==> config.mk <==
export PLATFORM = sky130hd
export DESIGN_NAME = program_loader
export DESIGN_NICKNAME = d
export VERILOG_FILES = /design/src/rtl/program_loader.sv
export SDC_FILE = /design/constraint.sdc
export NUM_CORES = 1
export LEC_CHECK = 0
export BUFFER_PORTS_ARGS = -buffer_cell sky130_fd_sc_hd__buf_2
export CAP_MARGIN = 10
export CORE_AREA = 2 2 89 108
export DETAILED_ROUTE_END_ITERATION = 6
export DIE_AREA = 0 0 91 110
export PLACE_DENSITY = 0.67
export SYNTH_ARGS = -nofsm -noshare
export SYNTH_HDL_FRONTEND = slang
export SYNTH_SLANG_ARGS = --single-unit
==> constraint.sdc <==
create_clock -name clk -period 4.61 [get_ports clk]
set_input_delay 1.383 -clock clk [delete_from_list [all_inputs] [get_ports clk]]
set_output_delay 1.383 -clock clk [all_outputs]
set_load 0.1 [all_outputs]
==> src/rtl/program_loader.sv <==
// Initiator side of the CPU program-edit interface: takes 32-bit instruction words
// from a valid/ready stream and writes each one as four MSB-first byte strobes into the ROM.
module program_loader #(
   parameter int ADDR_W       = 8,
   parameter int SETUP_CYCLES = 1,
   parameter int SEND_CYCLES  = 1,
   parameter int GAP_CYCLES   = 1
) (
   input  logic              clk,
   input  logic              rst,
   input  logic              start,
   input  logic [ADDR_W-1:0] base_addr,
   input  logic              abort,
   input  logic              instr_valid,
   input  logic [31:0]       instr_data,
   input  logic              instr_last,
   output logic              instr_ready,
   output logic              edit,
   output logic [ADDR_W-1:0] unit,
   output logic [7:0]        code,
   output logic              send,
   output logic              busy,
   output logic              done,
   output logic [ADDR_W-2:0] word_count,
   output logic              err_overflow
);

   typedef enum logic [2:0] {
      S_IDLE,
      S_WAIT,
      S_SETUP,
      S_STROBE,
      S_HOLD,
      S_GAP,
      S_FIN
   } state_t;

   localparam logic [15:0]       SETUP_LAST = 16'(SETUP_CYCLES - 1);
   localparam logic [15:0]       SEND_LAST  = 16'(SEND_CYCLES - 1);
   localparam logic [15:0]       GAP_LAST   = 16'(GAP_CYCLES - 1);
   localparam logic [ADDR_W-1:0] WORD_STEP  = ADDR_W'(4);
   localparam logic [ADDR_W-2:0] COUNT_ONE  = (ADDR_W-1)'(1);

   state_t            state, state_nxt;
   logic [15:0]       cnt;
   logic [ADDR_W-1:0] ptr;
   logic [31:0]       word_q;
   logic              last_q;
   logic [1:0]        k;
   logic [ADDR_W-1:0] unit_q;
   logic [7:0]        code_q;

   logic              start_sess;
   logic              accept;
   logic              load_byte;
   logic [1:0]        byte_sel;
   logic              word_done;
   logic              set_err;
   logic [31:0]       byte_src;
   logic [7:0]        byte_val;

   // Sequencing: each phase dwells for its programmed cycle count, abort overrides everything
   always_comb begin
      state_nxt  = state;
      start_sess = 1'b0;
      accept     = 1'b0;
      load_byte  = 1'b0;
      byte_sel   = k;
      word_done  = 1'b0;
      set_err    = 1'b0;
      case (state)
         S_IDLE: begin
            if (start) begin
               start_sess = 1'b1;
               state_nxt  = S_WAIT;
            end
         end
         S_WAIT: begin
            if (instr_valid) begin
               accept    = 1'b1;
               load_byte = 1'b1;
               byte_sel  = 2'd0;
               state_nxt = S_SETUP;
            end
         end
         S_SETUP: begin
            if (cnt == SETUP_LAST) state_nxt = S_STROBE;
         end
         S_STROBE: begin
            if (cnt == SEND_LAST) state_nxt = S_HOLD;
         end
         S_HOLD: begin
            if (k != 2'd3) begin
               load_byte = 1'b1;
               byte_sel  = k + 2'd1;
               state_nxt = S_SETUP;
            end else begin
               word_done = 1'b1;
               state_nxt = S_GAP;
            end
         end
         S_GAP: begin
            if (cnt == GAP_LAST) begin
               if (last_q) begin
                  state_nxt = S_FIN;
               end else if (ptr == '0) begin
                  set_err   = 1'b1;
                  state_nxt = S_IDLE;
               end else begin
                  state_nxt = S_WAIT;
               end
            end
         end
         S_FIN: state_nxt = S_IDLE;
         default: state_nxt = S_IDLE;
      endcase
      if (abort && state != S_IDLE) begin
         state_nxt = S_IDLE;
         accept    = 1'b0;
         load_byte = 1'b0;
         word_done = 1'b0;
         set_err   = 1'b0;
      end
   end

   // The first byte of a word comes straight from the stream on the accepting edge
   always_comb begin
      byte_src = accept ? instr_data : word_q;
      byte_val = 8'h00;
      case (byte_sel)
         2'd0: byte_val = byte_src[31:24];
         2'd1: byte_val = byte_src[23:16];
         2'd2: byte_val = byte_src[15:8];
         2'd3: byte_val = byte_src[7:0];
         default: byte_val = 8'h00;
      endcase
   end

   always_ff @(posedge clk or negedge rst) begin
      if (!rst) begin
         state        <= S_IDLE;
         cnt          <= '0;
         ptr          <= '0;
         word_q       <= '0;
         last_q       <= 1'b0;
         k            <= '0;
         unit_q       <= '0;
         code_q       <= '0;
         word_count   <= '0;
         err_overflow <= 1'b0;
      end else begin
         state <= state_nxt;
         cnt   <= (state_nxt != state) ? '0 : cnt + 16'd1;
         if (start_sess) begin
            ptr          <= {base_addr[ADDR_W-1:2], 2'b00};
            word_count   <= '0;
            err_overflow <= 1'b0;
         end
         if (accept) begin
            word_q <= instr_data;
            last_q <= instr_last;
         end
         // unit/code are registered so they hold through GAP and WAIT
         if (load_byte) begin
            k      <= byte_sel;
            unit_q <= ptr + {{(ADDR_W-2){1'b0}}, byte_sel};
            code_q <= byte_val;
         end
         if (word_done) begin
            ptr        <= ptr + WORD_STEP;
            word_count <= word_count + COUNT_ONE;
         end
         if (set_err) err_overflow <= 1'b1;
      end
   end

   assign instr_ready = (state == S_WAIT);
   assign edit        = (state == S_SETUP) || (state == S_STROBE) || (state == S_HOLD);
   assign send        = (state == S_STROBE);
   assign busy        = (state != S_IDLE);
   assign done        = (state == S_FIN);
   assign unit        = unit_q;
   assign code        = code_q;

endmodule

[After elaboration in Yosys (flattened, before gate mapping)]
Index checks and enable logic that the tools add are counted.
Word-level totals
  flip-flop bits (word level): 86
  input port bits: 46
  output and inout port bits: 29
  logic and storage cells: 74
Cells by class
  add/sub/neg operators: 5
  eq/ne operators: 11
  multiplexer cells: 38
  reduce and logical (&&, ||, !) cells: 10
Operators with widths (count)
  $mux 32: 1
  $pmux 8 s4: 1
  $mux 3: 8
  $mux 1: 18
  $pmux 3 s6: 1
  $add 16x1->16 const B: 1
  $logic_not 16->1: 1
  $mux 16: 1
  $mux 8: 2
  $mux 7: 2
  $eq 3x3->1 const B: 3
  $add 8x2->8: 1
  $add 8x3->8 const B: 1
  $logic_not 8->1: 1
  $add 7x1->7 const B: 1
  $eq 3x2->1 const B: 2
  $eq 2x2->1 const B: 2
  $mux 2: 2
  $pmux 2 s2: 1
  $reduce_bool 2->1: 2
  $eq 3x1->1 const B: 1
  $logic_not 3->1: 1
  $ne 3x3->1: 1
  $reduce_bool 3->1: 1
  7 further kinds: 8

[Longest topological paths before layout]
  word-level depth: 8
  gate-level depth with buffers: 8
  mapped depth without buffers: 7

[Worst setup path before layout]
No wires, ideal clock.
  path kind: reg-to-output
  start point: register state[2]
  end point: output port instr_ready
  arrival time: 2845 ps
  data required time: 3227 ps
  slack: 382 ps
  stages on the path, launching flop included: 4
  path buffers: 2
  cells stage by stage: dfrtp_1 > clkbuf_1 > clkbuf_1 > nor3_1
On the way
  cells in the longest elaborated chain, start to end: 1
RTL lines
  from (decl): line 44  | state_t state, state_nxt;
  from (signal assigned): line 152  | state <= state_nxt;
  $eq 3x1->1: line 177  | assign instr_ready = (state == S_WAIT);
  to (decl): line 17  | output logic instr_ready,
No other way between the ends.

[Worst setup path in the final report]
  start point: input port abort
  end point: register code_q[1] (netlist: code[1])
On the way
  cells in the longest elaborated chain, start to end: 4
  elaborated cells between the ends (all ways): 5
  classes of those cells: 4 x mux; 1 x reduce/logical
RTL lines
  from (decl): line 13  | input logic abort,
  $logic_and 1x1->1: line 117  | if (abort && state != S_IDLE) begin
  $mux 1: line 117
  $mux 32
  net byte_src[25]: line 59  | logic [31:0] byte_src;
  $pmux 8 s4: line 130  | case (byte_sel)
  to (signal assigned): line 167  | code_q <= byte_val;
  to (decl): line 51  | logic [7:0] code_q;
The timed path passes the listed nets, and every way through them passes these cells.
A chain may end at the register's enable or synchronous reset.

==> flow_summary_export.csv <==
group,metric,value,unit
logic_synthesis,synth_fa_ha_area_frac,0.02235,
hold_path,hold-path-cell-count,2,
logic_synthesis,synth_top_area_share,0.4917,
die,core,8939,µm²
setup_path,critical_path_class,"primary input to flip-flop",
die,die_area,10010,µm²
logic_synthesis,yosysSeqAreaShare,0.4917,
logic_synthesis,syn_avg_cell_area,9.652,µm²
timing,setup_viol,0,
clock_tree,root_buffer,"clkbuf_8",
finish,fin_util,0.5066,
finish,areaGrowthSynthToFinish,15.55,%
global_routing,grt_pass1_vias,3128,
setup_path,worst-path-max-fanout,21,
global_routing,grt_max_degree,78,
setup_path,reg2reg_depth,5,
logic_synthesis,synth-xor-area-share,0.04470,
power_and_ir_drop,leakagePower,2.194,nW
finish,nets,524,
global_routing,antenna_found_initial,0,
power_and_ir_drop,p_per_area,616.4,nW/µm²
global_routing,grt_usage,0.1804,
logic_synthesis,synth_compound_area_frac,0.1175,
die,die_w,91,µm
clock_tree,clockBufferDepth,2,
clock_tree,cts_tree,"done",
power_and_ir_drop,peakVddDrop,0.3154,mV
clock_tree,numClockSinks,77,
placement,io_buffers,72,
timing,skew,0.008202,ns
setup_path,worst_path_max_delay_cell,"and3_1",
finish,antenna_cells,0,
clock_tree,htreeDepth,3,
hold_path,hp-start,"unit[3]",
placement,gp_congestion,0.7924,
timing,post-route-min-period,3.456,ns
clock_tree,cts_resized,0,
setup_path,path_buf_inv,1,
die,initial_core_util,0.4384,
logic_synthesis,synth_cell_types,57,
logic_synthesis,ys_ff_latch,77,
finish,drive_gt1_frac,0.2447,
timing,slew_violations,0,
global_routing,grt.overflow.total,0,
logic_synthesis,synth_top_cells_by_area,"dfrtp_1 (49%), nand2_1 (8.0%), mux2_2 (4.0%)",
hold_path,hold_class,"flip-flop to flip-flop",
logic_synthesis,async_flop_share,1.000,
job,maxCapViolCount,0,
clock_tree,numCtsBuffers,9,
clock_tree,clk_pin_slew,0.07,ns
logic_synthesis,yosysWarnings,0,
setup_path,cp.depth,6,
setup_path,rr_endpoint,"code[1]",
timing,final_hold_viol_count,0,
logic_synthesis,synthMuxAreaShare,0.06226,
logic_synthesis,syn_inst,406,
clock_tree,ctsHoldBuffers,0,
setup_path,ff2ff_setup_slack,1.69,ns
clock_tree,postCtsSetupRepairBufs,0,
run_status,outcome,"completed",
timing,timing.slew.headroom,0.3562,
setup_path,worstReg2RegStart,"state[1]",
timing,tightest_slew,0.9657,ns
die,io_pins,75,
logic_synthesis,synthSimpleGateAreaFrac,0.2286,
setup_path,crit_path_frequent_cell,"mux2_2",
detailed_routing,drt_iter0_drc,211,
hold_path,hold_end,"unit[3]",
logic_synthesis,synth_enable_flop_cells,0,
logic_synthesis,netlist_area,3919,µm²
timing,timing.final.crit_share,0.7498,
timing,tns,0,ns
setup_path,end_kind,"flip-flop",
detailed_routing,num_vias,3036,
setup_path,crit_family,"multiplexers",
detailed_routing,routedWlPerCell,14.17,µm
timing,rsz0062_at_grt,"no",
setup_path,path_cells,"buf_2 > nor2_2 > and3_1 > mux2_2 > mux4_2 > mux2_2",
detailed_routing,wl,8417,µm
global_routing,grt_pass1_wl,14410,µm
setup_path,arrival,3.69,ns
clock_tree,clock_latency,0.35,ns
detailed_routing,detail-route-antenna-nets,0,
detailed_routing,drc,0,
logic_synthesis,synth_top_family_by_area,"simple AND/OR/NAND/NOR gates",
detailed_routing,drt-pass1-iter-count,6,
placement,detailed_place_hpwl,5986,µm
setup_path,cp_slowest_stage_delay,0.77,ns
die,std_cell_rows,38,
logic_synthesis,synth-main-ff-cell,"dfrtp_1",
timing,fmax,0.2893,GHz
setup_path,cp.required,4.85,ns
logic_synthesis,yosysTopAreaCell,"dfrtp_1",
logic_synthesis,synth_nets,459,
die,die_y,110,µm
setup_path,start_kind,"primary input",
detailed_routing,via_per_inst,5.111,
-- Yosys cell counts (3+ instances only) --
| master | number |
|---|---|
| nand2_1 | 84 |
| dfrtp_1 | 77 |
| nor2_1 | 34 |
| o21ai_0 | 23 |
| nand3_1 | 17 |
| mux2_2 | 14 |
| xor2_1 | 13 |
| and3_1 | 12 |
| clkbuf_1 | 12 |
| and2_1 | 9 |
| inv_1 | 9 |
| ha_1 | 7 |
| xnor2_1 | 7 |
| buf_2 | 5 |
| nand4_1 | 5 |
| a211oi_1 | 4 |
| a221o_1 | 4 |
| a22oi_1 | 4 |
| nor2b_1 | 4 |
| o211ai_1 | 4 |
| a21oi_1 | 3 |
| mux2_1 | 3 |
| nand2b_1 | 3 |
| nor3_1 | 3 |
| nor3b_1 | 3 |
| nor4_1 | 3 |
-- cells by family after synthesis --
logic type                 after synthesis
AOI/OAI and AO/OA                       62
xor gates and xnor gates                20
adders and majority gates                7
buffers and inverters                   30
DFF                                     77
muxes                                   20
other                                    1
and+or+nand+nor                        189
-- worst register-to-register path, cell delays in order, from the launching register on --
cell     delay, ns
dfrtp_1       0.56
nor2_2        0.35
and3_1        0.77
mux2_2        0.43
mux4_2        0.44
mux2_2        0.27
-- sequential cells by signal, indices dropped and copies added, names as in the netlist --
| name | flops |
|---|---|
| code | 8 |
| unit | 7 |
| cnt | 16 |
| word_count | 7 |
| word_q | 26 |
| err_overflow | 1 |
| ptr | 6 |
| state | 3 |
| k | 2 |
| last_q | 1 |
-- per-layer routing --
layer / wire length, µm / share of wire / vias up / GRT usage
li1: - / - / 1523 / -
met1: 3922 / 0.47 / 1437 / 0.2288
met2: 3964 / 0.47 / 64 / 0.3042
met3: 389 / 0.046 / 12 / 0.03331
met4: 140 / 0.017 / 0 / 0.08009
met5: 0 / 0 / - / 0
-- stage by stage --
step	power, W	std cells	hold WS (ns)	instance area (µm²)	setup slack, ns
2_1_floorplan	0.002108	406	0.4374	3919	0.3820
3_3_place_gp	0.002333	580	0.4587	4362	0.8311
3_5_place_dp	0.002360	580	0.4591	4362	0.7839
4_1_cts	0.002814	594	0.4775	4528	1.160
5_1_grt	0.002968	594	0.4970	4528	1.001
6_report	0.002791	594	0.4767	4528	1.154
-- power breakdown --
| group | internal [W] | total [W] | switching (W) | leakage [nW] |
|---|---|---|---|---|
| Sequential | 0.000889 | 0.00105 | 0.000165 | 0.992 |
| Clock | 0.000220 | 0.000454 | 0.000234 | 0.0816 |
| Combinational | 0.000342 | 0.00128 | 0.000942 | 1.12 |
| Total | 0.00145 | 0.00279 | 0.00134 | 2.19 |
-- cell type report --
type	instances	area [µm²]
sequential	77	1927
inverter	10	40.04
clock inverter	1	7.507
timing repair buffer	74	377.9
fill	893	4410
clock buffer	13	158.9
multi-input combinational	299	1867
tap	120	150.1
-- worst max-delay path by stage --
stage / startpoint / end / slack [ns]
CTS: abort / code[1] / 1.16
global placement: abort / code[1] / 0.83
detailed placement: abort / code[1] / 0.78
global route: abort / code[1] / 1.00
finish: abort / code[1] / 1.15
floorplan: state[2] / instr_ready / 0.38
-- cell usage in the layout (no fill, tap or decap), types with 9 or more instances in the layout --
cell / n
inv_1: 9
nand2_1: 84
and2_1: 9
nand3_1: 17
o21ai_0: 23
and3_1: 12
nor2_1: 34
xor2_1: 13
buf_2: 71
dfrtp_1: 77
clkbuf_8: 11
mux2_2: 14
Note: power is estimated with default switching activity, not from simulation.
